--- config.mk ---
export PLATFORM = sky130hd
export DESIGN_NAME = alu_seq_ctrl_flat
export DESIGN_NICKNAME = d
export VERILOG_FILES = /design/src/rtl/alu_pkg.sv /design/src/rtl/alu_seq_ctrl_if.sv /design/src/rtl/alu_seq_ctrl.sv /design/src/flat_wrapper.sv
export SDC_FILE = /design/constraint.sdc
export NUM_CORES = 1
export LEC_CHECK = 0
export BUFFER_PORTS_ARGS = -buffer_cell sky130_fd_sc_hd__buf_2
export CAP_MARGIN = 20
export CORE_MARGIN = 2
export CORE_UTILIZATION = 40
export DETAILED_ROUTE_END_ITERATION = 12
export PLACE_DENSITY = 0.76
export SYNTH_ARGS = -nofsm -noshare
export SYNTH_HDL_FRONTEND = slang
export SYNTH_SLANG_ARGS = --single-unit
--- constraint.sdc ---
create_clock -name clk -period 2.91 [get_ports clk]
set_input_delay 0.1455 -clock clk [delete_from_list [all_inputs] [get_ports clk]]
set_output_delay 0.1455 -clock clk [all_outputs]
set_load 0.02 [all_outputs]
--- src/rtl/alu_pkg.sv ---
// Shared opcodes, exception codes and FSM encoding for the
// execute-stage ALU sequencer.
package alu_pkg;

   localparam logic [3:0] OP_ADD   = 4'h1;
   localparam logic [3:0] OP_SUB   = 4'h2;
   localparam logic [3:0] OP_MUL   = 4'h4;
   localparam logic [3:0] OP_DIV   = 4'h8;
   localparam logic [3:0] OP_ANDI  = 4'hC;
   localparam logic [3:0] OP_ORI   = 4'hE;
   localparam logic [3:0] OP_ADDNF = 4'hF;

   localparam logic [1:0] EXC_NONE = 2'd0;
   localparam logic [1:0] EXC_DZ   = 2'd1;
   localparam logic [1:0] EXC_ILL  = 2'd2;
   localparam logic [1:0] EXC_OVF  = 2'd3;

   typedef enum logic [1:0] {
      S_IDLE,
      S_EXEC,
      S_WB,
      S_ERR
   } state_t;

   function automatic logic op_legal(
      input logic [3:0] op
   );
      logic ok;
      ok = 1'b0;
      unique case (1'b1)
         op == OP_ADD,
         op == OP_SUB,
         op == OP_MUL,
         op == OP_DIV,
         op == OP_ANDI,
         op == OP_ORI,
         op == OP_ADDNF: ok = 1'b1;
         default:        ok = 1'b0;
      endcase
      return ok;
   endfunction

   function automatic int unsigned op_latency(
      input logic [3:0]  op,
      input int unsigned mul_c,
      input int unsigned div_c
   );
      int unsigned lat;
      lat = 1;
      unique case (1'b1)
         op == OP_MUL: lat = mul_c;
         op == OP_DIV: lat = div_c;
         default:      lat = 1;
      endcase
      return lat;
   endfunction

   // Logic ops never raise overflow even if the ALU flag is set
   function automatic logic op_ovf_chk(
      input logic [3:0] op
   );
      return (op == OP_ADD) || (op == OP_SUB) ||
             (op == OP_MUL) || (op == OP_DIV) ||
             (op == OP_ADDNF);
   endfunction

   function automatic logic op_has_r0(
      input logic [3:0] op
   );
      return (op == OP_MUL) || (op == OP_DIV);
   endfunction

endpackage

--- src/rtl/alu_seq_ctrl_if.sv ---
// Request and writeback handshakes of the ALU sequencer.
interface alu_seq_ctrl_if;

   logic        req_valid;
   logic        req_ready;
   logic [3:0]  req_op;
   logic [15:0] req_a;
   logic [15:0] req_b;
   logic [3:0]  req_rd;

   logic        wb_valid;
   logic        wb_ready;
   logic [3:0]  wb_rd;
   logic [15:0] wb_data;
   logic        wb_r0_en;
   logic [15:0] wb_r0_data;

   modport master (
      output req_valid, req_op, req_a,
             req_b, req_rd, wb_ready,
      input  req_ready, wb_valid, wb_rd,
             wb_data, wb_r0_en, wb_r0_data
   );

   modport slave (
      input  req_valid, req_op, req_a,
             req_b, req_rd, wb_ready,
      output req_ready, wb_valid, wb_rd,
             wb_data, wb_r0_en, wb_r0_data
   );

endinterface

--- src/rtl/alu_seq_ctrl.sv ---
// Execute-stage sequencer: issues one op to the ALU, waits out
// its latency, captures the result and raises exceptions.
module alu_seq_ctrl
   import alu_pkg::*;
#(
   parameter int MUL_CYCLES = 2,
   parameter int DIV_CYCLES = 4,
   parameter int CNT_W      = 3
) (
   input  logic           clk,
   input  logic           reset,
   alu_seq_ctrl_if.slave  bus,
   output logic [15:0]    alu_in1,
   output logic [15:0]    alu_in2,
   output logic [3:0]     alu_ctrl,
   input  logic [15:0]    alu_out,
   input  logic [15:0]    alu_r0,
   input  logic           alu_ovf,
   output logic           exc_valid,
   output logic [1:0]     exc_code
);

   state_t           state;
   logic [CNT_W-1:0] cnt;

   always_ff @(posedge clk) begin
      if (!reset) begin
         state          <= S_IDLE;
         cnt            <= '0;
         alu_in1        <= '0;
         alu_in2        <= '0;
         alu_ctrl       <= '0;
         exc_valid      <= 1'b0;
         exc_code       <= EXC_NONE;
         bus.req_ready  <= 1'b1;
         bus.wb_valid   <= 1'b0;
         bus.wb_rd      <= '0;
         bus.wb_data    <= '0;
         bus.wb_r0_en   <= 1'b0;
         bus.wb_r0_data <= '0;
      end else begin
         exc_valid <= 1'b0;
         unique case (state)
            S_IDLE: begin
               if (bus.req_valid) begin
                  bus.req_ready <= 1'b0;
                  if (!op_legal(bus.req_op)) begin
                     state     <= S_ERR;
                     exc_valid <= 1'b1;
                     exc_code  <= EXC_ILL;
                  end else if (bus.req_op == OP_DIV &&
                               bus.req_b == 16'h0) begin
                     // Screened here so the ALU never divides by zero
                     state     <= S_ERR;
                     exc_valid <= 1'b1;
                     exc_code  <= EXC_DZ;
                  end else begin
                     alu_in1   <= bus.req_a;
                     alu_in2   <= bus.req_b;
                     alu_ctrl  <= bus.req_op;
                     bus.wb_rd <= bus.req_rd;
                     cnt       <= CNT_W'(op_latency(
                                    bus.req_op,
                                    MUL_CYCLES,
                                    DIV_CYCLES) - 1);
                     state     <= S_EXEC;
                  end
               end
            end
            S_EXEC: begin
               if (cnt != '0) begin
                  cnt <= cnt - 1'b1;
               end else begin
                  bus.wb_data    <= alu_out;
                  bus.wb_r0_data <= alu_r0;
                  bus.wb_r0_en   <= op_has_r0(alu_ctrl);
                  bus.wb_valid   <= 1'b1;
                  if (alu_ovf && op_ovf_chk(alu_ctrl)) begin
                     exc_valid <= 1'b1;
                     exc_code  <= EXC_OVF;
                  end
                  alu_ctrl <= 4'h0;
                  state    <= S_WB;
               end
            end
            S_WB: begin
               if (bus.wb_ready) begin
                  bus.wb_valid  <= 1'b0;
                  bus.req_ready <= 1'b1;
                  state         <= S_IDLE;
               end
            end
            S_ERR: begin
               bus.req_ready <= 1'b1;
               state         <= S_IDLE;
            end
            default: begin
               bus.req_ready <= 1'b1;
               state         <= S_IDLE;
            end
         endcase
      end
   end

endmodule

--- src/flat_wrapper.sv ---
// flat-port wrapper written by rule: the top's interface ports become plain ports
module alu_seq_ctrl_flat import alu_pkg::*;
#(
   parameter int MUL_CYCLES = 2,
   parameter int DIV_CYCLES = 4,
   parameter int CNT_W      = 3
)
  (clk, reset, alu_in1, alu_in2, alu_ctrl, alu_out, alu_r0, alu_ovf, exc_valid, exc_code, bus_req_valid, bus_req_op, bus_req_a, bus_req_b, bus_req_rd, bus_wb_ready, bus_req_ready, bus_wb_valid, bus_wb_rd, bus_wb_data, bus_wb_r0_en, bus_wb_r0_data);
  alu_seq_ctrl_if bus_i ();
  input  logic clk;
  input  logic reset;
  output logic [15:0] alu_in1;
  output logic [15:0] alu_in2;
  output logic [3:0] alu_ctrl;
  input  logic [15:0] alu_out;
  input  logic [15:0] alu_r0;
  input  logic alu_ovf;
  output logic exc_valid;
  output logic [1:0] exc_code;
  input wire logic [$bits(bus_i.req_valid)-1:0] bus_req_valid;
  input wire logic [$bits(bus_i.req_op)-1:0] bus_req_op;
  input wire logic [$bits(bus_i.req_a)-1:0] bus_req_a;
  input wire logic [$bits(bus_i.req_b)-1:0] bus_req_b;
  input wire logic [$bits(bus_i.req_rd)-1:0] bus_req_rd;
  input wire logic [$bits(bus_i.wb_ready)-1:0] bus_wb_ready;
  output wire logic [$bits(bus_i.req_ready)-1:0] bus_req_ready;
  output wire logic [$bits(bus_i.wb_valid)-1:0] bus_wb_valid;
  output wire logic [$bits(bus_i.wb_rd)-1:0] bus_wb_rd;
  output wire logic [$bits(bus_i.wb_data)-1:0] bus_wb_data;
  output wire logic [$bits(bus_i.wb_r0_en)-1:0] bus_wb_r0_en;
  output wire logic [$bits(bus_i.wb_r0_data)-1:0] bus_wb_r0_data;
  assign bus_i.req_valid = bus_req_valid;
  assign bus_i.req_op = bus_req_op;
  assign bus_i.req_a = bus_req_a;
  assign bus_i.req_b = bus_req_b;
  assign bus_i.req_rd = bus_req_rd;
  assign bus_i.wb_ready = bus_wb_ready;
  assign bus_req_ready = bus_i.req_ready;
  assign bus_wb_valid = bus_i.wb_valid;
  assign bus_wb_rd = bus_i.wb_rd;
  assign bus_wb_data = bus_i.wb_data;
  assign bus_wb_r0_en = bus_i.wb_r0_en;
  assign bus_wb_r0_data = bus_i.wb_r0_data;
  alu_seq_ctrl #(.MUL_CYCLES(MUL_CYCLES), .DIV_CYCLES(DIV_CYCLES), .CNT_W(CNT_W)) u_core (.clk(clk), .reset(reset), .bus(bus_i), .alu_in1(alu_in1), .alu_in2(alu_in2), .alu_ctrl(alu_ctrl), .alu_out(alu_out), .alu_r0(alu_r0), .alu_ovf(alu_ovf), .exc_valid(exc_valid), .exc_code(exc_code));
endmodule
-- Word-level counts from Yosys, hierarchy flattened
Index checks and enable logic that the tools add are counted.
- input bits: 77
- output and inout port bits: 78
- flip-flop bits (word level): 83
- logic and storage cells: 106
- bitwise logic cells: 2
- muxes and demuxes: 44
- reductions and logical operators: 22
- equality and inequality tests: 23
- add/sub/neg operators: 2
- operators with widths (operator ; number):
    $mux 3 ; 9
    $eq 4x4->1 const B ; 6
    $mux 2 ; 10
    $logic_not 16->1 ; 1
    $mux 4 ; 4
    $reduce_and 5->1 ; 3
    $mux 1 ; 13
    $pmux 3 s2 ; 2
    $reduce_and 3->1 ; 3
    $eq 4x1->1 const B ; 2
    $eq 4x2->1 const B ; 2
    $eq 4x3->1 const B ; 2
    $ne 2x2->1 const B ; 4
    $pmux 2 s4 ; 1
    $pmux 4 s2 ; 1
    $reduce_or 7->1 ; 1
    $ne 2x1->1 const B ; 3
    $reduce_bool 3->1 ; 2
    $sub 3x1->3 const B ; 2
    $logic_or 1x1->1 ; 5
    $eq 2x2->1 const B ; 2
    $pmux 1 s2 ; 2
    $pmux 2 s2 ; 1
    $reduce_and 4->1 ; 1
    other kinds (8) ; 11

-- Depth between registers and ports, before layout
Gate-level depths: netlist of run 1.
- depth after elaboration: 15
- depth in mapped cells: 9
- depth with buffers taken out: 7

-- Worst setup path before layout of run 1
OpenSTA, ideal clock, no wires.
- path type: reg-to-reg
- start: reg u_core.state[0]
- end: reg u_core.cnt[2]
- arrival: 1.713 ns
- stages on the path, launching flop included: 10
- setup time: 0.122 ns
- slack: 1.075 ns
- path buffers: 2
- required time: 2.788 ns
- period minus slack after synthesis: 1.835 ns
- path through: dfxtp_1 -> buf_2 -> nor2b_1 -> buf_2 -> or4_1 -> o21ai_0 -> ha_1 -> o221ai_1 -> o211ai_1 -> mux2i_1
- cells in the longest elaborated chain, start to end: 3
- elaborated cells between the ends (all ways): 9
- classes of those cells: eq/ne: 5; mux: 1; reduce/logical: 3
- RTL lines (what ; RTL line ; RTL):
    start: declaration ; alu_seq_ctrl.sv:23 ; state_t state;
    start signal: assignment ; alu_seq_ctrl.sv:28 ; state <= S_IDLE;
    start signal: assignment ; alu_seq_ctrl.sv:48 ; state <= S_ERR;
    start signal: assignment ; alu_seq_ctrl.sv:54 ; state <= S_ERR;
    $eq 2x1->1 or $logic_not 2->1 (tied branches) ; alu_seq_ctrl.sv:43 ; unique case (state)
    $ne 2x1->1 (no line), or another cell as far along ; -- ;
    $reduce_and 5->1 (no line) ; -- ;
    end signal: assignment ; alu_seq_ctrl.sv:62 ; cnt <= CNT_W'(op_latency(
    end signal: assignment ; alu_seq_ctrl.sv:72 ; cnt <= cnt - 1'b1;
    end: declaration ; alu_seq_ctrl.sv:24 ; logic [CNT_W-1:0] cnt;
Several ways; a longest one is shown, not always the timed one.
A chain may end at the register's enable or synchronous reset.

-- Worst setup path after layout of run 1
- start: reg u_core.state[0]
- end: reg u_core.alu_in1[3]
- cells in the longest elaborated chain, start to end: 2
- RTL lines (what ; RTL line ; RTL):
    $logic_not 2->1 ; alu_seq_ctrl.sv:43 ;
    $reduce_and 4->1 (no line) ; -- ;
    end signal: assignment ; alu_seq_ctrl.sv:58 ; alu_in1 <= bus.req_a;
    end: declaration ; alu_seq_ctrl.sv:13 ; output logic [15:0] alu_in1,
No other way between the ends.

==> metrics.md, run 1 <==
| Metric | Value |
|---|---|
| Worst Path Max Fanout | `24` |
| Number of flip-flops and latches in the synthesized netlist | `83` |
| Count of unique library cells instantiated by Yosys | `45` |
| Maximum operating frequency | `between 400 and 500 MHz` |
| Post-layout utilization of the core | `52.2%` |
| Slew Limit Headroom | `around 58%` |
| Routed via count divided by cell count | `roughly 5.2` |
| Std-Cell Core Area | `8720 sq um` |
| Final worst-path cycle share | `about 69%` |
| Hold-fix buffers, CTS | `0` |
| Global Route Usage Sum | `between 10% and 20%` |
| Share of synthesized registers carrying an async set or reset | `0%` |
| Clk_lat worst skew | `about 350 ps` |
| Die area | `just under 10000 sq um` |
| Endpoint required time on the critical path | `3190 ps` |
| Final WL | `approximately 9300 microns` |
| Antenna violations before repair | `0` |
| Count of inserted antenna diode cells | `0` |
| Share of layout cells above drive strength 1 | `between 30 and 40%` |
| Critical setup path kind | `flip-flop to flip-flop` |
| Row count | `34` |
| Area share of the leading cell type in the synthesized netlist | `46.2%` |
| Family of cells with the greatest summed delay on the critical path | `compound AO/OA/AOI/OAI gates` |
| Syn-to-layout area delta | `26.6%` |
| Final Critical Period | `between 2000 and 2500 ps` |
| Post-synth EDFFs | `0` |
| Result of the run | `finished, final reports clean` |
| Residual DRC count | `0` |
| Number of global-route vias before repair | `3240` |
| Routed wirelength normalized by instance count | `between 10 and 15 microns` |
| VDD IR max | `between 0.0002 and 0.0003 V` |
| Hold Path Cell Cnt | `3` |
| Synth Instances | `around 410` |
| Netlist area before placement | `roughly 3600 sq um` |
| Worst setup EP type | `flip-flop` |
| Top cell type by total area after synthesis | `sky130_fd_sc_hd__dfxtp_1` |
| Final Hold Fails | `0` |
| Cell breakdown of the critical path | `inv_1 -> nand3_1 -> a21o_1 -> buf_4 -> o21ai_1 -> a21boi_1` |
| Clock-pin slew on the worst setup and hold paths | `roughly 90 ps` |
| Count of TritonRoute iterations in the first routing pass | `4` |
| Warnings, synthesis | `0` |
| Number of buffers on the longest clock path | `2` |
| # setup viols final | `0` |
| Reported max-cap violation count | `0` |
| Number of nets in the layout | `around 630` |
| Cell total after placement | `between 600 and 700` |
| Leftover overflow at the end of global routing | `0` |
| Dominant cells by area after synthesis | `sky130_fd_sc_hd__dfxtp_1 46%, sky130_fd_sc_hd__a21boi_1 12%, sky130_fd_sc_hd__nand2_1 7.7%` |
| Pwr Density | `slightly below 600 nW/um^2` |
| Count of cells along the worst register-to-register path | `6` |
| Fin. max-slew vios | `0` |
| Class of the tightest hold or removal check | `primary input to flip-flop` |
| Flip-flop cell with the highest count after synthesis | `sky130_fd_sc_hd__dfxtp_1` |
| Horizontal die dimension | `98.8 microns` |
| Post-Synthesis Net Count | `~500` |
| Final estimated routing congestion in global placement | `0.797` |
| Crit start category | `flip-flop` |
| Pin count of the biggest net entering global routing | `47` |
| Y dimension of the die | `98.8 microns` |
| Via count of the routed design | `around 3500` |
| Number of DRC markers in iteration 0 | `107` |
| Starting Density | `41.2%` |
| Post-Syn Area per Cell | `around 8.7 sq um` |
| CTS Buf Count | `9` |
| Setup repair after global routing missed its margin | `false` |
| Final HPWL DP | `~6600 microns` |
| Critical path buffer and inverter count | `2` |
| Count of antenna-violating nets left after detailed routing | `0` |
| Number of buffers inserted to repair setup after CTS | `0` |
| Global-route wire length before repair | `about 15000 microns` |
| Slew at the pin closest to its max-slew limit | `about 630 ps` |
| Leakage | `between 1.5 and 2 nW` |
| Number of instances resized during post-cts repair | `0` |
| Slack of the worst reg-to-reg path | `between 900 and 1000 ps` |
| Critical path depth in cells | `6` |
| Master of the slowest instance on the critical path | `sky130_fd_sc_hd__a21o_1` |
| CTS root buffer | `sky130_fd_sc_hd__clkbuf_8` |
| Final clock skew | `between 10 and 15 ps` |
| # port buffers | `roughly 150` |
| Share of the yosys chip area belonging to registers | `46.2%` |
| Setup TNS | `0 ps` |
| Top Ports | `about 160` |
| CTS Sinks | `83` |
| Arrival time worst endpoint | `~2300 ps` |
| CTS tree | `done` |
| Post-route insts no fill | `~660` |
| Number of H-tree levels | `3` |
| Delay of the slowest cell on the worst path | `490 ps` |
-- sequential cells by signal (all words and copies together) (netlist names), 2 cells and up --
register	count
u_core.alu_ctrl	4
u_core.state	2
u_core.exc_code	2
u_core.bus.wb_rd	4
u_core.cnt	3
u_core.alu_in2	16
u_core.alu_in1	16
u_core.bus.wb_r0_data	16
u_core.bus.wb_data	16
-- logic make-up after synthesis --
group | share of synthesized area (%)
simple gates | 18.8
compound gates | 27.1
flops | 46.2
buf+inv | 5.71
mux | 1.15
xor+xnor | 0.731
fa+ha+maj | 0.348
-- final cells by class --
class | count | area, sq um
fillers | 839 | 4170
well taps | 108 | 135
inverters | 2 | 7.51
flip-flops and latches | 83 | 1660
multi-input cells | 292 | 1730
repair buffers | 161 | 823
clock buffers | 11 | 131
clock inverters | 5 | 62.6
-- power breakdown --
part           leakage [nW]  switching (W)  internal [W]  total, W
registers             0.675      0.0000499       0.00122   0.00127
clock network        0.0901       0.000422      0.000402  0.000824
logic                  1.21       0.000328      0.000205  0.000533
total                  1.98       0.000800       0.00183   0.00263
-- synthesized netlist by cell type, types with 2 or more instances --
library cell / n
sky130_fd_sc_hd__dfxtp_1: 83
sky130_fd_sc_hd__o211ai_1: 6
sky130_fd_sc_hd__clkbuf_2: 3
sky130_fd_sc_hd__and2_1: 3
sky130_fd_sc_hd__o21a_1: 2
sky130_fd_sc_hd__o21ai_0: 5
sky130_fd_sc_hd__and3_1: 2
sky130_fd_sc_hd__a21boi_1: 59
sky130_fd_sc_hd__mux2i_1: 3
sky130_fd_sc_hd__xnor2_1: 2
sky130_fd_sc_hd__nand3_1: 43
sky130_fd_sc_hd__nor3_1: 3
sky130_fd_sc_hd__nor4_1: 6
sky130_fd_sc_hd__nand2_1: 74
sky130_fd_sc_hd__a21oi_1: 4
sky130_fd_sc_hd__nor2b_1: 3
sky130_fd_sc_hd__o21ai_1: 37
sky130_fd_sc_hd__inv_1: 2
sky130_fd_sc_hd__nand2b_1: 3
sky130_fd_sc_hd__buf_6: 5
sky130_fd_sc_hd__nor2_1: 3
sky130_fd_sc_hd__a21boi_0: 14
sky130_fd_sc_hd__buf_2: 17
sky130_fd_sc_hd__clkbuf_1: 10
-- routing by layer --
layer | vias to the layer above | wire, microns | GRT usage [%]
li1 | 1717 | - | -
met1 | 1594 | 4110 | 24.6
met2 | 131 | 4400 | 31.2
met3 | 10 | 682 | 4.18
met4 | 0 | 106 | 6.11
met5 | - | 0 | 0
-- cells in the final DEF, fill, tap and decap left out, types with 2 or more instances in the layout --
master                       count
sky130_fd_sc_hd__clkbuf_8        9
sky130_fd_sc_hd__and2_1          3
sky130_fd_sc_hd__buf_2         154
sky130_fd_sc_hd__o21a_1          2
sky130_fd_sc_hd__o21ai_1        37
sky130_fd_sc_hd__dfxtp_1        83
sky130_fd_sc_hd__a21oi_1         4
sky130_fd_sc_hd__nand2b_1        3
sky130_fd_sc_hd__inv_1           2
sky130_fd_sc_hd__a21boi_0       14
sky130_fd_sc_hd__o211ai_1        6
sky130_fd_sc_hd__nor3_1          3
sky130_fd_sc_hd__nand2_1        74
sky130_fd_sc_hd__nor2_1          2
sky130_fd_sc_hd__clkinvlp_4      2
sky130_fd_sc_hd__buf_4           7
sky130_fd_sc_hd__a21boi_1       59
sky130_fd_sc_hd__xnor2_1         2
sky130_fd_sc_hd__nor4_1          6
sky130_fd_sc_hd__mux2i_1         3
sky130_fd_sc_hd__nand3_1        43
sky130_fd_sc_hd__o21ai_0         5
sky130_fd_sc_hd__nor2b_1         3
sky130_fd_sc_hd__and3_1          2
sky130_fd_sc_hd__clkbuf_1        2
-- final timing paths --
check / start / end
max: u_core.state[0]$_SDFFE_PN0P_ / u_core.alu_in1[3]$_SDFFE_PN0P_
min: alu_out[9] / u_core.bus.wb_data[9]$_SDFFE_PN0P_
max reg2reg: u_core.state[0]$_SDFFE_PN0P_ / u_core.alu_in1[3]$_SDFFE_PN0P_
min reg2reg: u_core.bus.wb_data[9]$_SDFFE_PN0P_ / u_core.bus.wb_data[9]$_SDFFE_PN0P_
-- stage by stage --
step | total power (W) | worst slack [ps] | hold slack (ps) | area [sq um]
6_report | 0.00263 | 902 | 13.4 | 4550
5_1_grt | 0.00276 | 663 | 11.9 | 4550
4_1_cts | 0.00265 | 862 | 2.55 | 4550
3_5_place_dp | 0.00183 | 891 | 391 | 4360
3_3_place_gp | 0.00181 | 960 | 387 | 4360
2_1_floorplan | 0.00165 | 1070 | 280 | 3600
-- worst reg2reg max path, cell delays in order (launching register included) --
cell	delay, ps
sky130_fd_sc_hd__dfxtp_1	450
sky130_fd_sc_hd__inv_1	90
sky130_fd_sc_hd__nand3_1	260
sky130_fd_sc_hd__a21o_1	490
sky130_fd_sc_hd__buf_4	370
sky130_fd_sc_hd__o21ai_1	110
sky130_fd_sc_hd__a21boi_1	160
(Power assumes the default switching activity.)
==> inputs of run 2 (changes only) <==
Settings changed: ABC_AREA from default to 1, PLACE_DENSITY 0.76 to 0.8.
Clock period 2.91 ns to 1.8 ns, I/O delays scaled along.
==> run 2 against run 1 <==
Total power grew 79%; clock skew is 3.4 ps lower; utilization grew 9.5 points; setup slack got worse by 790 ps; clock-buffer cell count increased by 1.
==> metrics.md, run 2 <==
| Metric | Value |
|---|---|
| Internal power consumption | `0.00308 W (was 0.00183 W)` |
| Count of cells along the worst register-to-register path | `12 (was 6)` |
| Most numerous cell in the Yosys netlist | `sky130_fd_sc_hd__nor2_1 (was sky130_fd_sc_hd__dfxtp_1)` |
| Final worst-path cycle share | `between 90 and 100%` |
| Flip-flop cell with the highest count after synthesis | `sky130_fd_sc_hd__dfxtp_1 (unchanged)` |
| Y dimension of the die | `95.7 microns (was 98.8 microns)` |
| Row count | `33 (was 34)` |
| Residual DRC count | `0 (unchanged)` |
| Final WL | `10300 microns (was 9300 microns)` |
| Fin. max-slew vios | `0 (unchanged)` |
| Final Hold Fails | `0 (unchanged)` |
| Antenna violations before repair | `0 (unchanged)` |
| Total power | `0.00469 W (was 0.00263 W)` |
| Final HPWL DP | `6290 microns (was 6630 microns)` |
| Via count of the routed design | `3782 (was 3452)` |
| Destination of the worst register-to-register timing path | `u_core.cnt[2]$_SDFFE_PN0P_ (was u_core.alu_in1[3]$_SDFFE_PN0P_)` |
| Arrival time worst endpoint | `1920 ps (was 2280 ps)` |
| CTS Buf Count | `9 (unchanged)` |
| CTS tree | `done (unchanged)` |
| Final Critical Period | `~1700 ps` |
| Final clock skew | `7.22 ps (was 10.6 ps)` |
| Most common library cell in the layout ignoring fill and taps | `sky130_fd_sc_hd__buf_2 (unchanged)` |
| Worst setup EP type | `flip-flop (unchanged)` |
| Endpoint required time on the critical path | `2030 ps (was 3190 ps)` |
| Count of antenna-violating nets left after detailed routing | `0 (unchanged)` |
| Top cell type by total area after synthesis | `sky130_fd_sc_hd__dfxtp_1 (unchanged)` |
| Slack of the worst reg-to-reg path | `170 ps (was 900 ps)` |
| Sw Ratio | `34.3% (was 30.5%)` |
| Worst Path Max Fanout | `36 (was 24)` |
| Netlist area before placement | `3360 sq um (was 3600 sq um)` |
| Count of TritonRoute iterations in the first routing pass | `7 (was 4)` |
| Synth Instances | `442 (was 413)` |
| Reg2Reg Launch Point | `u_core.state[0]$_SDFFE_PN0P_ (unchanged)` |
| Proportion of power drawn by flip-flops and latches | `46.5% (was 48.3%)` |
| Class of the tightest hold or removal check | `primary input to flip-flop (unchanged)` |
| Cell Area, Placed | `4200 sq um (was 4360 sq um)` |
| Share of synthesized registers carrying an async set or reset | `0% (unchanged)` |
| Routed via count divided by cell count | `4.92 (was 5.21)` |
| Source of the worst hold timing path | `bus_req_b[9] (was alu_out[9])` |
| Setup TNS | `0 ps (unchanged)` |
| Share of the yosys chip area belonging to registers | `49.4% (was 46.2%)` |
| Terminating pin of the worst hold path | `u_core.alu_in2[9]$_SDFFE_PN0P_ (was u_core.bus.wb_data[9]$_SDFFE_PN0P_)` |
| Number of nets in the layout | `737 (was 627)` |
| Global Route Usage Sum | `22.4% (was 18.9%)` |
| # port buffers | `154 (unchanged)` |
| Hold Path Cell Cnt | `3 (unchanged)` |
| CTS root buffer | `sky130_fd_sc_hd__clkbuf_8 (unchanged)` |
| Post-route cell area | `5050 sq um (was 4550 sq um)` |
| Slew at the pin closest to its max-slew limit | `459 ps (was 632 ps)` |
| Post-synth EDFFs | `0 (unchanged)` |
| Horizontal die dimension | `95.7 microns (was 98.8 microns)` |
| Clk network pwr share | `24.5% (was 31.4%)` |
| Number of global-route vias before repair | `3647 (was 3240)` |
| Proportion of power drawn by combinational gates | `29.0% (was 20.3%)` |
| Pwr Density | `929 nW/um^2 (was 577 nW/um^2)` |
| Leftover overflow at the end of global routing | `0 (unchanged)` |
| Maximum operating frequency | `roughly 590 MHz` |
| Slew Limit Headroom | `69.4% (was 57.7%)` |
| Area share of the leading cell type in the synthesized netlist | `49.4% (was 46.2%)` |
| Number of buffers on the longest clock path | `2 (unchanged)` |
| Number of H-tree levels | `3 (unchanged)` |
| Global-route wire length before repair | `16000 microns (was 15100 microns)` |
| Pin count of the biggest net entering global routing | `37 (was 47)` |
| Warnings, synthesis | `0 (unchanged)` |
| Count of inserted antenna diode cells | `0 (unchanged)` |
| Clk_lat worst skew | `340 ps (was 350 ps)` |
| Clock-pin slew on the worst setup and hold paths | `90 ps (about the same)` |
| CTS Sinks | `83 (unchanged)` |
| Setup repair after global routing missed its margin | `false (unchanged)` |
| # setup viols final | `0 (unchanged)` |
| Number of flip-flops and latches in the synthesized netlist | `83 (unchanged)` |
| Final estimated routing congestion in global placement | `0.826 (was 0.797)` |
| Post-Synthesis Net Count | `520 (was 491)` |
| Die area | `9150 sq um (was 9760 sq um)` |
| Commonest cells in the netlist | `123 x sky130_fd_sc_hd__nor2_1, 83 x sky130_fd_sc_hd__dfxtp_1, 66 x sky130_fd_sc_hd__o21ai_0, 41 x sky130_fd_sc_hd__nand2_1, 25 x sky130_fd_sc_hd__nor3_1 (was 83 x sky130_fd_sc_hd__dfxtp_1, 74 x sky130_fd_sc_hd__nand2_1, 59 x sky130_fd_sc_hd__a21boi_1, 43 x sky130_fd_sc_hd__nand3_1, 37 x sky130_fd_sc_hd__o21ai_1)` |
| Syn-to-layout area delta | `50.1% (was 26.6%)` |
| Number of DRC markers in iteration 0 | `189 (was 107)` |
| Std-Cell Core Area | `8180 sq um (was 8720 sq um)` |
| Commonest cells after routing, fill and taps aside | `154 x sky130_fd_sc_hd__buf_2, 123 x sky130_fd_sc_hd__nor2_1, 82 x sky130_fd_sc_hd__dfxtp_1, 66 x sky130_fd_sc_hd__o21ai_0, 65 x sky130_fd_sc_hd__dlygate4sd3_1 (was 154 x sky130_fd_sc_hd__buf_2, 83 x sky130_fd_sc_hd__dfxtp_1, 74 x sky130_fd_sc_hd__nand2_1, 59 x sky130_fd_sc_hd__a21boi_1, 43 x sky130_fd_sc_hd__nand3_1)` |
| Crit start category | `primary input (was flip-flop)` |
| # fillers | `689 (was 839)` |
| Net Sw Power | `0.00161 W (was 0.000800 W)` |
| Routed wirelength normalized by instance count | `13.4 microns (was 14.0 microns)` |
| Post-Syn Area per Cell | `7.60 sq um (was 8.71 sq um)` |
| Leakage | `2.51 nW (was 1.98 nW)` |
| Count of unique library cells instantiated by Yosys | `26 (was 45)` |
| VDD IR max | `0.000530 V (was 0.000283 V)` |
| Starting Density | `41.1% (was 41.2%)` |
| Critical setup path kind | `primary input to flip-flop (was flip-flop to flip-flop)` |
| Result of the run | `finished, final reports clean (unchanged)` |
| Share of layout cells above drive strength 1 | `30.1% (was 33.2%)` |
| Top Ports | `155 (unchanged)` |
| Reported max-cap violation count | `0 (unchanged)` |
| Dominant cells by area after synthesis | `sky130_fd_sc_hd__dfxtp_1 49%, sky130_fd_sc_hd__nor2_1 14%, sky130_fd_sc_hd__o21ai_0 9.8% (was sky130_fd_sc_hd__dfxtp_1 46%, sky130_fd_sc_hd__a21boi_1 12%, sky130_fd_sc_hd__nand2_1 7.7%)` |
## run 2: cell types whose count changed in the layout (fill, tap and decap cells not counted), sizes merged, moves of 4 or more
cell	change
nand3	-30
a21boi	-73
nand4	+6
dlygate4sd3	+65
nand2	-32
buf	+6
o211ai	-4
nor4	-6
nor3	+33
o21ai	+31
a21oi	+4
inv	+17
nor2	+123
## run 2: power by group through the flow
stage | logic, W | registers [W] | clock network, W
2_1_floorplan | 0.000541 | 0.00246 | 0
3_3_place_gp | 0.00118 | 0.00220 | 0
3_5_place_dp | 0.00121 | 0.00221 | 0
4_1_cts | 0.00132 | 0.00218 | 0.00118
5_1_grt | 0.00149 | 0.00221 | 0.00126
6_report | 0.00136 | 0.00218 | 0.00115
## run 2: metal layers
| layer | vias up | wire, microns | global-route usage (%) |
|---|---|---|---|
| met5 | - | 0 | 0 |
| met4 | 0 | 447 | 12.5 |
| met3 | 43 | 639 | 6.09 |
| met2 | 161 | 5060 | 38.6 |
| met1 | 1693 | 4200 | 24.7 |
| li1 | 1885 | - | - |
## run 2: timing repair
action / CTS / global route
setup buffers: 0 / 4
hold buffers: 65 / 0
setup endpoints to repair: 0 / 33
resized for setup: 0 / 2
hold endpoints to repair: 65 / 0
## run 2: area by class of cell
class                   instances  area (sq um)  share of cell area (%)
well taps                     105           131                    2.60
clock inverters                 4          27.5                   0.545
multi-input cells             313          1480                    29.3
inverters                      20          75.1                    1.49
repair buffers                232          1540                    30.4
clock buffers                  12           135                    2.68
flip-flops and latches         83          1660                    33.0
## run 2: cells by family (layout without fill, tap and decap cells)
group	count (synthesis)	in the layout	synth area share, %
AND/OR/NAND/NOR	224	224	30.1
adder cells (fa/ha/maj)	1	1	0.372
AO/OA/AOI/OAI	88	88	13.5
buffers and inverters	46	268	6.55
flip-flops	83	83	49.4
## run 2: metrics by stage
stage,hold slack (ps),cells,util [%],setup WS [ps]
after floorplan,221,442,-,305
after global placement,310,684,51.3,235
after detailed placement,319,684,51.3,154
after CTS,1.70,765,61.3,5.11
after global routing,10.4,769,61.7,14.1
final,8.15,769,61.7,113
## run 2: worst max-delay path, cell delays in order
cell	delay, ps
sky130_fd_sc_hd__dlygate4sd3_1	540
sky130_fd_sc_hd__buf_2	130
sky130_fd_sc_hd__nor2_1	100
sky130_fd_sc_hd__nand2_1	60
sky130_fd_sc_hd__nor2_1	190
sky130_fd_sc_hd__nand3_1	160
sky130_fd_sc_hd__nand3_4	160
sky130_fd_sc_hd__nor2_4	80
sky130_fd_sc_hd__buf_12	170
sky130_fd_sc_hd__o21ai_0	170
sky130_fd_sc_hd__nor2_1	60
## run 2: worst max-delay path by stage
stage | startpoint | to | slack, ps | depth (start not counted)
after floorplan | u_core.state[1]$_SDFFE_PN0P_ | u_core.cnt[2]$_SDFFE_PN0P_ | 300 | 10
after global placement | u_core.state[1]$_SDFFE_PN0P_ | u_core.cnt[2]$_SDFFE_PN0P_ | 230 | 11
after detailed placement | bus_req_b[4] | u_core.alu_in1[12]$_SDFFE_PN0P_ | 150 | 9
after CTS | bus_req_b[14] | u_core.alu_in1[12]$_SDFFE_PN0P_ | 5 | 10
after global routing | u_core.state[0]$_SDFFE_PN0P_ | u_core.cnt[2]$_SDFFE_PN0P_ | 10 | 11
final | bus_req_b[14] | u_core.alu_in1[8]$_SDFFE_PN0P_ | 110 | 11
==> inputs of run 3 (changes only) <==
Settings changed: PLACE_DENSITY 0.8 to 0.7.
==> run 3 against run 2 <==
Register-to-register slack worse by 130 ps; sequential share of layout area decreased by 0.95 points; first-iteration DRC count is 11% higher; critical path type is now flip-flop to flip-flop; fmax decreased by 4.1%; clock power increased by 52%; wire length is 2.2% higher; clock skew is 2.7 ps higher; setup slack worse by 71 ps; largest power group unchanged.
==> metrics.md, run 3 (synthesized netlist as in run 2, its figures left out) <==
| Metric | Value |
|---|---|
| Routed via count divided by cell count | `4.91 (was 4.92)` |
| Critical setup path kind | `flip-flop to flip-flop (was primary input to flip-flop)` |
| Number of nets in the layout | `740 (was 737)` |
| Source of the worst hold timing path | `bus_req_op[3] (was bus_req_b[9])` |
| Reported max-cap violation count | `0 (unchanged)` |
| Antenna violations before repair | `0 (unchanged)` |
| Final Critical Period | `1760 ps (was 1690 ps)` |
| VDD IR max | `0.000587 V (was 0.000530 V)` |
| Residual DRC count | `0 (unchanged)` |
| Final worst-path cycle share | `97.7% (was 93.7%)` |
| Number of global-route vias before repair | `3619 (was 3647)` |
| Std-Cell Core Area | `8180 sq um (unchanged)` |
| # port buffers | `154 (unchanged)` |
| Slew Limit Headroom | `52.8% (was 69.4%)` |
| Commonest cells after routing, fill and taps aside | `154 x sky130_fd_sc_hd__buf_2, 121 x sky130_fd_sc_hd__nor2_1, 83 x sky130_fd_sc_hd__dfxtp_1, 68 x sky130_fd_sc_hd__dlygate4sd3_1, 66 x sky130_fd_sc_hd__o21ai_0 (was 154 x sky130_fd_sc_hd__buf_2, 123 x sky130_fd_sc_hd__nor2_1, 82 x sky130_fd_sc_hd__dfxtp_1, 66 x sky130_fd_sc_hd__o21ai_0, 65 x sky130_fd_sc_hd__dlygate4sd3_1)` |
| Pin count of the biggest net entering global routing | `44 (was 37)` |
| Fin. max-slew vios | `0 (unchanged)` |
| Top Ports | `155 (unchanged)` |
| Post-layout utilization of the core | `63.5% (was 61.7%)` |
| Endpoint required time on the critical path | `2080 ps (was 2030 ps)` |
| Final estimated routing congestion in global placement | `0.864 (was 0.826)` |
| Number of DRC markers in iteration 0 | `210 (was 189)` |
| Post-route cell area | `5190 sq um (was 5050 sq um)` |
| Row count | `33 (unchanged)` |
| Worst setup EP type | `flip-flop (unchanged)` |
| Horizontal die dimension | `95.7 microns (unchanged)` |
| Leftover overflow at the end of global routing | `0 (unchanged)` |
| Final HPWL DP | `6350 microns (was 6290 microns)` |
| Via count of the routed design | `3793 (was 3782)` |
| Clk_lat worst skew | `350 ps (was 340 ps)` |
| Share of layout cells above drive strength 1 | `30.7% (was 30.1%)` |
| CTS Buf Count | `9 (unchanged)` |
| Leakage | `2.58 nW (was 2.51 nW)` |
| Count of antenna-violating nets left after detailed routing | `0 (unchanged)` |
| Class of the tightest hold or removal check | `primary input to flip-flop (unchanged)` |
| Y dimension of the die | `95.7 microns (unchanged)` |
| Reg2Reg Launch Point | `u_core.state[0]$_SDFFE_PN0P_ (unchanged)` |
| Cell Area, Placed | `4210 sq um (was 4200 sq um)` |
| Number of buffers on the longest clock path | `2 (unchanged)` |
| Number of H-tree levels | `3 (unchanged)` |
| Final clock skew | `9.90 ps (was 7.22 ps)` |
| Arrival time worst endpoint | `2030 ps (was 1920 ps)` |
| Count of inserted antenna diode cells | `0 (unchanged)` |
| # setup viols final | `0 (unchanged)` |
| Clock-pin slew on the worst setup and hold paths | `80 ps (was 90 ps)` |
| Most common library cell in the layout ignoring fill and taps | `sky130_fd_sc_hd__buf_2 (unchanged)` |
| Final WL | `10600 microns (was 10300 microns)` |
| Pwr Density | `1020 nW/um^2 (was 929 nW/um^2)` |
| CTS tree | `done (unchanged)` |
| CTS root buffer | `sky130_fd_sc_hd__clkbuf_8 (unchanged)` |
| Starting Density | `41.1% (unchanged)` |
| CTS Sinks | `83 (unchanged)` |
| Maximum operating frequency | `569 MHz (was 593 MHz)` |
| Global-route wire length before repair | `16500 microns (was 16000 microns)` |
| Setup repair after global routing missed its margin | `true (was false)` |
| Result of the run | `finished, final reports clean (unchanged)` |
| Worst Path Max Fanout | `7 (was 36)` |
| Syn-to-layout area delta | `54.5% (was 50.1%)` |
| Final Hold Fails | `0 (unchanged)` |
| Die area | `9150 sq um (unchanged)` |
| Crit start category | `flip-flop (was primary input)` |
| Routed wirelength normalized by instance count | `13.7 microns (was 13.4 microns)` |
| Count of TritonRoute iterations in the first routing pass | `4 (was 7)` |
| Critical Path Start | `u_core.state[0]$_SDFFE_PN0P_ (was bus_req_b[14])` |
| Slew at the pin closest to its max-slew limit | `708 ps (was 459 ps)` |
| Global Route Usage Sum | `22.9% (was 22.4%)` |
## run 3: metrics by stage
step | hold slack [ps] | TNS (ps) | setup WS [ps] | power [W] | std cells
final | 38.3 | 0 | 42.2 | 0.00530 | 772
after global routing | 26.2 | -54.7 | -54.7 | 0.00557 | 772
after CTS | 18.3 | 0 | 107 | 0.00529 | 769
after detailed placement | 321 | 0 | 129 | 0.00342 | 685
after global placement | 312 | 0 | 213 | 0.00340 | 685
after floorplan | 221 | 0 | 305 | 0.00300 | 442
## run 3: layout make-up
class / count / area (sq um)
clock buffers: 10 / 128
clock inverters: 6 / 136
fillers: 694 / 2980
inverters: 20 / 78.8
multi-input cells: 313 / 1490
flip-flops and latches: 83 / 1660
well taps: 105 / 131
repair buffers: 235 / 1570
## run 3: critical path: stages (launching register included)
cell and delay (ps):
sky130_fd_sc_hd__dfxtp_1 390, sky130_fd_sc_hd__inv_2 90, sky130_fd_sc_hd__nor2_4 150, sky130_fd_sc_hd__clkinvlp_4 200, sky130_fd_sc_hd__nand2_1 160, sky130_fd_sc_hd__o21ai_0 100
sky130_fd_sc_hd__ha_1 220, sky130_fd_sc_hd__inv_1 60, sky130_fd_sc_hd__nand2_1 50, sky130_fd_sc_hd__nand2_1 60, sky130_fd_sc_hd__nand3_1 80, sky130_fd_sc_hd__a21oi_1 120
## run 3: timing repair
| action | CTS | global route |
|---|---|---|
| endpoints found under the hold margin | 68 | 0 |
| setup endpoints to repair | 0 | 28 |
| resized for setup | 0 | 5 |
| hold buffers | 68 | 0 |
| buffers inserted | 0 | 3 |
## run 3: final timing paths
path | slack [ps] | cells after the start | endpoint
setup reg to reg | 40 | 11 | u_core.cnt[2]$_SDFFE_PN0P_
setup / recovery | 40 | 11 | u_core.cnt[2]$_SDFFE_PN0P_
hold / removal | 40 | 3 | u_core.alu_ctrl[3]$_SDFFE_PN0P_
hold reg to reg | 450 | 2 | u_core.bus.req_ready$_SDFFE_PN1P_
## run 3: routing by layer
metal	part of all wire (%)	global-route usage, %	vias to the layer above
li1	-	-	1891
met4	2.4	9.05	0
met5	0	0	-
met2	49	39.2	147
met3	7.0	7.19	24
met1	41	26.6	1731
## run 3: report_power, final
group | switching, W | total [W] | leakage, nW | internal (W)
Combinational | 0.000857 | 0.00138 | 1.77 | 0.000524
Sequential | 0.000114 | 0.00217 | 0.679 | 0.00206
Clock | 0.000681 | 0.00175 | 0.127 | 0.00107
